--- src/rtl/apb_fsm_controller.sv ---
// apb_fsm_controller
//   APB-side initiator of the AHB-to-APB bridge. Takes the decoded AHB
//   request plus its pipelined address/data copies and sequences APB
//   setup/enable phases to three peripherals, stalling the AHB master
//   through HREADYout while a transfer is in flight.
//
// Ports:
//   HCLK, HRESET        clock (rising edge), async active-high reset
//   valid               current AHB address phase targets the APB region
//   HWRITE, HWRITEreg   current direction / direction delayed one cycle
//   HADDR, HADDR_1/2    current address / delayed 1 and 2 cycles
//   HWDATA, HWDATA_1    current write data / delayed 1 cycle
//   PSEL[2:0]           one-hot peripheral select
//   PENABLE, PWRITE     APB enable phase / direction
//   PADDR, PWDATA       APB address / write data
//   HREADYout           0 stalls the AHB master
//   STATE[2:0]          current FSM state
module apb_fsm_controller #(
  parameter int          ADDR_WIDTH = 32,
  parameter int          DATA_WIDTH = 32,
  parameter logic [31:0] BASE_ADDR  = 32'h4000_0000
) (
  input  logic                  HCLK,
  input  logic                  HRESET,
  input  logic                  valid,
  input  logic                  HWRITE,
  input  logic                  HWRITEreg,
  input  logic [ADDR_WIDTH-1:0] HADDR,
  input  logic [ADDR_WIDTH-1:0] HADDR_1,
  input  logic [ADDR_WIDTH-1:0] HADDR_2,
  input  logic [DATA_WIDTH-1:0] HWDATA,
  input  logic [DATA_WIDTH-1:0] HWDATA_1,
  output logic [2:0]            PSEL,
  output logic                  PENABLE,
  output logic                  PWRITE,
  output logic [ADDR_WIDTH-1:0] PADDR,
  output logic [DATA_WIDTH-1:0] PWDATA,
  output logic                  HREADYout,
  output logic [2:0]            STATE
);

  typedef enum logic [2:0] {
    ST_IDLE     = 3'd0,
    ST_WWAIT    = 3'd1,
    ST_READ     = 3'd2,
    ST_WRITE    = 3'd3,
    ST_WRITEP   = 3'd4,
    ST_RENABLE  = 3'd5,
    ST_WENABLE  = 3'd6,
    ST_WENABLEP = 3'd7
  } state_t;

  state_t                state_q, state_d;
  logic [2:0]            psel_q, psel_d;
  logic                  penable_q, penable_d;
  logic                  pwrite_q, pwrite_d;
  logic [ADDR_WIDTH-1:0] paddr_q, paddr_d;
  logic [DATA_WIDTH-1:0] pwdata_q, pwdata_d;
  logic                  hready_q, hready_d;

  function automatic logic [2:0] decode(input logic [ADDR_WIDTH-1:0] addr);
    logic [2:0] sel;
    sel = '0;
    if (addr[31:16] == BASE_ADDR[31:16]) begin
      case (addr[15:12])
        4'd0:    sel = 3'b001;
        4'd1:    sel = 3'b010;
        4'd2:    sel = 3'b100;
        default: sel = 3'b000;
      endcase
    end
    return sel;
  endfunction

  // Next state
  always_comb begin
    state_d = state_q;
    case (state_q)
      ST_IDLE: begin
        if (valid && HWRITE)       state_d = ST_WWAIT;
        else if (valid)            state_d = ST_READ;
      end
      ST_WWAIT:                    state_d = valid ? ST_WRITEP : ST_WRITE;
      ST_READ:                     state_d = ST_RENABLE;
      ST_WRITE:                    state_d = valid ? ST_WENABLEP : ST_WENABLE;
      ST_WRITEP:                   state_d = ST_WENABLEP;
      ST_RENABLE, ST_WENABLE: begin
        if (valid && !HWRITE)      state_d = ST_READ;
        else if (valid && HWRITE)  state_d = ST_WWAIT;
        else                       state_d = ST_IDLE;
      end
      ST_WENABLEP: begin
        if (!HWRITEreg)            state_d = ST_READ;
        else if (valid)            state_d = ST_WRITEP;
        else                       state_d = ST_WRITE;
      end
      default:                     state_d = ST_IDLE;
    endcase
  end

  // Registered outputs take the values of the state being entered; the
  // source state picks which pipelined address/data copy is loaded.
  always_comb begin
    psel_d    = psel_q;
    penable_d = penable_q;
    pwrite_d  = pwrite_q;
    paddr_d   = paddr_q;
    pwdata_d  = pwdata_q;
    hready_d  = hready_q;
    case (state_d)
      ST_IDLE, ST_WWAIT: begin
        psel_d    = '0;
        penable_d = 1'b0;
        hready_d  = 1'b1;
      end
      ST_READ: begin
        paddr_d   = (state_q == ST_WENABLEP) ? HADDR_1 : HADDR;
        psel_d    = decode(paddr_d);
        pwrite_d  = 1'b0;
        penable_d = 1'b0;
        hready_d  = 1'b0;
      end
      ST_WRITE, ST_WRITEP: begin
        if (state_q == ST_WWAIT) begin
          paddr_d  = HADDR_1;
          pwdata_d = HWDATA;
        end else begin
          paddr_d  = HADDR_2;
          pwdata_d = HWDATA_1;
        end
        psel_d    = decode(paddr_d);
        pwrite_d  = 1'b1;
        penable_d = 1'b0;
        hready_d  = (state_d == ST_WRITE);
      end
      ST_RENABLE, ST_WENABLE, ST_WENABLEP: begin
        penable_d = 1'b1;
        hready_d  = (state_d != ST_WENABLEP);
      end
      default: begin
        psel_d    = '0;
        penable_d = 1'b0;
        hready_d  = 1'b1;
      end
    endcase
  end

  always_ff @(posedge HCLK or posedge HRESET) begin
    if (HRESET) begin
      state_q   <= ST_IDLE;
      psel_q    <= '0;
      penable_q <= 1'b0;
      pwrite_q  <= 1'b0;
      paddr_q   <= '0;
      pwdata_q  <= '0;
      hready_q  <= 1'b1;
    end else begin
      state_q   <= state_d;
      psel_q    <= psel_d;
      penable_q <= penable_d;
      pwrite_q  <= pwrite_d;
      paddr_q   <= paddr_d;
      pwdata_q  <= pwdata_d;
      hready_q  <= hready_d;
    end
  end

  assign STATE     = state_q;
  assign PSEL      = psel_q;
  assign PENABLE   = penable_q;
  assign PWRITE    = pwrite_q;
  assign PADDR     = paddr_q;
  assign PWDATA    = pwdata_q;
  assign HREADYout = hready_q;

endmodule

--- config.mk ---
export PLATFORM = sky130hd
export DESIGN_NAME = apb_fsm_controller
export DESIGN_NICKNAME = d
export VERILOG_FILES = /design/src/rtl/apb_fsm_controller.sv
export SDC_FILE = /design/constraint.sdc
export NUM_CORES = 1
export LEC_CHECK = 0
export CORE_MARGIN = 2
export CORE_UTILIZATION = 43
export DETAILED_ROUTE_END_ITERATION = 16
export PLACE_DENSITY = 0.87
export SLEW_MARGIN = 20
export SYNTH_ARGS = -nofsm -noshare
export SYNTH_HDL_FRONTEND = slang
export SYNTH_SLANG_ARGS = --single-unit
--- constraint.sdc ---
create_clock -name HCLK -period 5.8 [get_ports HCLK]
set_input_delay 0.87 -clock HCLK [delete_from_list [all_inputs] [get_ports HCLK]]
set_output_delay 0.87 -clock HCLK [all_outputs]
set_load 0.03 [all_outputs]
After elaboration in Yosys (flattened, before gate mapping). Cells that the tools add are included. W data, S select, Z words.

Input port bits: 165. Word-level logic and storage cells: 63. Register bits: 73. Output and inout bits: 73.

Equal/unequal tests: 21. Reduce and logical (&&, ||, !) cells: 14. Multiplexer cells: 21.

Operators by type and width (number): $mux W32 (4); $pmux W32 S2 (1); $eq A16 B15 Y1 const B (2); $pmux W3 S3 (3); $eq A3 B3 Y1 const B (8); $pmux W3 S7 (1); $mux W3 (6); $eq A3 B2 Y1 const B (4); $eq A4 B1 Y1 const B (2); $eq A4 B2 Y1 const B (2); $logic_not A4 Y1 (2); $eq A3 B1 Y1 const B (2); $logic_not A3 Y1 (2); $reduce_or A2 Y1 (3); $reduce_or A5 Y1 (1); $pmux W1 S2 (2); $pmux W1 S4 (1); $ne A3 B3 Y1 const B (1); $reduce_bool A3 Y1 (1); $reduce_or A3 Y1 (1); $logic_and A1 B1 Y1 (2); $mux W1 (2); $mux W2 (1); $reduce_bool A2 Y1 (1); $logic_not A1 Y1 (1).

Logic depth before layout (Yosys ltp).
Word-level depth: 11. Mapped depth: 8. Depth with buffers taken out: 5.

Least setup slack after synthesis. No wires, ideal clock.

Kind: input port to flip-flop. Start point: in valid. End point: reg paddr_q[0] (netlist: PADDR[0]). Required time: 5.668 ns. Path buffers: 3. Setup slack: 3.525 ns. Cell stages on the path: 8. Library setup time: 0.132 ns. Arrival time: 2.143 ns. Cells stage by stage: buf_6 > nor3b_4 > o32ai_4 > or2_1 > buf_6 > buf_12 > mux2i_1 > o21ai_1.

Word-level cells in the longest chain between the ends: 7. Elaborated cells between the ends (all ways): 16. Those cells by class: eq/ne (3); mux (9); reduce/logical (4).

Ends and longest elaborated chain: start, declared (RTL line 25) `input logic valid,`; $logic_and A1 B1 Y1 (RTL line 80, 89); $mux W1 (RTL line 89) `else if (valid && HWRITE) state_d = ST_WWAIT;`; $mux W2 (RTL line 88) `if (valid && !HWRITE) state_d = ST_READ;`; $pmux W3 S7 (*) (RTL line 78) `case (state_q)`; $eq A3 B2 Y1 / $eq A3 B3 Y1 (equally long branches) (RTL line 110) `case (state_d)`; $reduce_or A2 Y1 (RTL line 110); $pmux W32 S2 / $reduce_bool A2 Y1 (equally long branches); end signal, assigned (RTL line 162) `paddr_q <= paddr_d;`; end, declared (RTL line 57) `logic [ADDR_WIDTH-1:0] paddr_q, paddr_d;`.

Every way passes the cells marked *; elsewhere a longest branch is shown, timed or not. A chain may end at the register's enable or synchronous reset.

Final worst setup path.
Start point: in valid. End point: reg paddr_q[22] (netlist: PADDR[22]).

Same word-level chain as after synthesis.

==> results.toml <==
[sta]
fin_skew_ps = 10.7
hold_viol = 0
fin_crit_ps = 3180
fin_tns_setup_ps = 0
setup_violations = 0
maxClockFrequency_mhz = 315
worstMarginPinSlew_ps = 1040
rsz0062_at_grt = "false"
drv_slew = 0
timing.final.crit_share_pct = 54.8
max_slew_margin_pct = 30.3

[placement]
gp_congestion = 0.856
port_buffers = 237
place_hpwl_mm = 10.9

[logic_synthesis]
syn_avg_cell_area_um2 = 9.27
seq_area_frac_synth_pct = 40.4
netlist_top_cells_count = "nand2_1, dfrtp_1, mux2_2"
synth_top_area_cell = "dfrtp_1"
synth_edf_count = 0
synth_cell_types = 49
synth_seq_cells = 73
yosys.area.top_type_share_pct = 39.8
ys.flop_type = "dfrtp_1"
synth_area_leaders = "dfrtp_1, mux2_2, nand2_1"
yosysWarnings = 0
syn-cell-area_um2 = 4530
ys_async_sr_fraction_pct = 100
synthCells = 488
yosysMostFrequentCell = "nand2_1"
syn_nets = 653

[routing]
ant_nets = 0
num_vias = 4537
route.detailed.drc = 0
first_iter_violations = 241
vias_per_cell = 5.39
wl_per_cell_um = 17.5
postRouteWirelength_mm = 14.8
drt-pass1-iter-count = 4

[critical_path]
critPathKind = "input port to flop"
r2r_slack_ps = 2830
crit_path_end_kind = "flop"
critPathArrivalTime_ps = 3380
r2r-start = "STATE[2]$_DFF_PP0_"
worstPathRequired_ps = 6000
startpoint = "valid"
critPathMaxFanout = 33
start_kind = "input port"

[hold_path]
worst_hold_path_type = "flop to flop"
worstHoldStart = "PWRITE$_DFFE_PP0P_"

[cts]
cts_root_buf = "clkbuf_8"
cts.reportedPaths.clkPinSlew_ps = 80
cts_resized = 0
cts_hold_buf = 0
h-tree-depth = 3
cts_max_path_buffers = 2
insertion_delay_ps = 350
cts_buffers = 9
cts_sinks = 73
cts_tree = "done"
postCtsSetupBuffers = 0

[floorplan]
start_util_pct = 44.0
die_x_um = 107
die_h_um = 107
rows = 37
dieArea_um2 = 11400
core_um2 = 10300
ios = 238

[finish]
drive_gt1_share_pct = 12.6
syn_to_final_growth_pct = 56.2
num-fill-cells = 784
final_util_pct = 68.8
num_antenna_cells = 0
layout.nets = 866

[power]
p_leak_nw = 2.93
ir_drop_mv = 0.258
pwr_density_cell_nw_per_um2 = 525

[global_routing]
grt_max_degree = 74
grt_overflow_total = 0
grt_pass1_wl_mm = 23.4
gr-usage-all-layers_pct = 25.9
antenna_found_initial = 0
grt_pass1_vias = 4723

[run_status]
status = "completed"

[job]
maxCapViolCount = 0
## power by group
part	switching, mW	internal (mW)
sequential	0.185	0.771
combinational	1.31	0.992
clock	0.194	0.255
## layout by cell type (no fill, tap or decap), types with 2 or more instances in the layout
cell and n:
dfrtp_1 72, nand4_1 4, nor4_1 10, nor4b_1 3, a21oi_1 11, mux2_2 57, a31oi_1 32, clkbuf_1 2
nand2b_1 3, mux2i_1 36, nor3_1 4, o21ai_0 6, bufinv_16 2, clkbuf_8 10, o21ai_1 31, nand3_1 4
buf_4 3, nor2_1 39, a21o_1 2, nand2_1 103, nand3b_1 2, clkdlybuf4s50_1 237, inv_1 3
## per-layer routing
layer | wire length (µm) | vias to the layer above | part of all wire, % | GRT usage, %
li1 | - | 2155 | - | -
met1 | 5870 | 2161 | 40 | 30.5
met2 | 7390 | 204 | 50 | 46.0
met3 | 1270 | 17 | 8.6 | 7.11
met4 | 227 | 0 | 1.5 | 7.79
met5 | 0 | - | 0 | 0
## layout make-up
type	count	area [µm²]	share of cell area [%]
Sequential cell	73	1830	25.9
Multi-Input combinational cell	372	2430	34.4
Clock buffer	12	145	2.05
Tap cell	136	170	2.41
Inverter	5	20.0	0.283
Timing Repair Buffer	240	2390	33.9
Clock inverter	4	76.3	1.08
## critical path, stage by stage
cell and delay (ps):
clkdlybuf4s50_1 550, nor3b_4 250, o32ai_4 380, or2_2 880
mux2i_1 310, o21ai_0 140
## per-stage QoR
step / instance area [µm²] / hold WS [ps] / total power [mW] / setup slack (ps) / instances
global placement: 6850 / 459 / 3.19 / 2400 / 826
detailed placement: 6850 / 469 / 3.27 / 2270 / 826
finish: 7070 / 484 / 3.71 / 2620 / 842
global route: 7070 / 513 / 3.94 / 2500 / 842
CTS: 7070 / 485 / 3.73 / 2640 / 842
floorplan: 4530 / 653 / 2.50 / 3080 / 488
## registers in the layout, summed over array words and instances, names as in the netlist
name,flops
PADDR,32
HREADYout,1
PSEL,3
PWDATA,32
PWRITE,1
STATE,3
PENABLE,1
## cell families after synthesis
group,count (synthesis),share of synthesized area [%]
AND/OR/NAND/NOR,185,18.3
AO/OA/AOI/OAI,94,13.0
multiplexers,93,22.1
flip-flops,73,40.4
buffers and inverters,43,6.16
## worst paths after layout
| path | end | cells after the start |
|---|---|---|
| setup / recovery | PADDR[22]$_DFFE_PP0P_ | 6 |
| hold / removal | PWRITE$_DFFE_PP0P_ | 1 |
| setup reg to reg | PSEL[0]$_DFFE_PP0P_ | 5 |
| hold reg to reg | PWRITE$_DFFE_PP0P_ | 1 |
| max in group asynchronous | PADDR[11]$_DFFE_PP0P_ | 3 |
| min in group asynchronous | PWDATA[10]$_DFFE_PP0P_ | 3 |
Power figures use the tool's default switching activity.
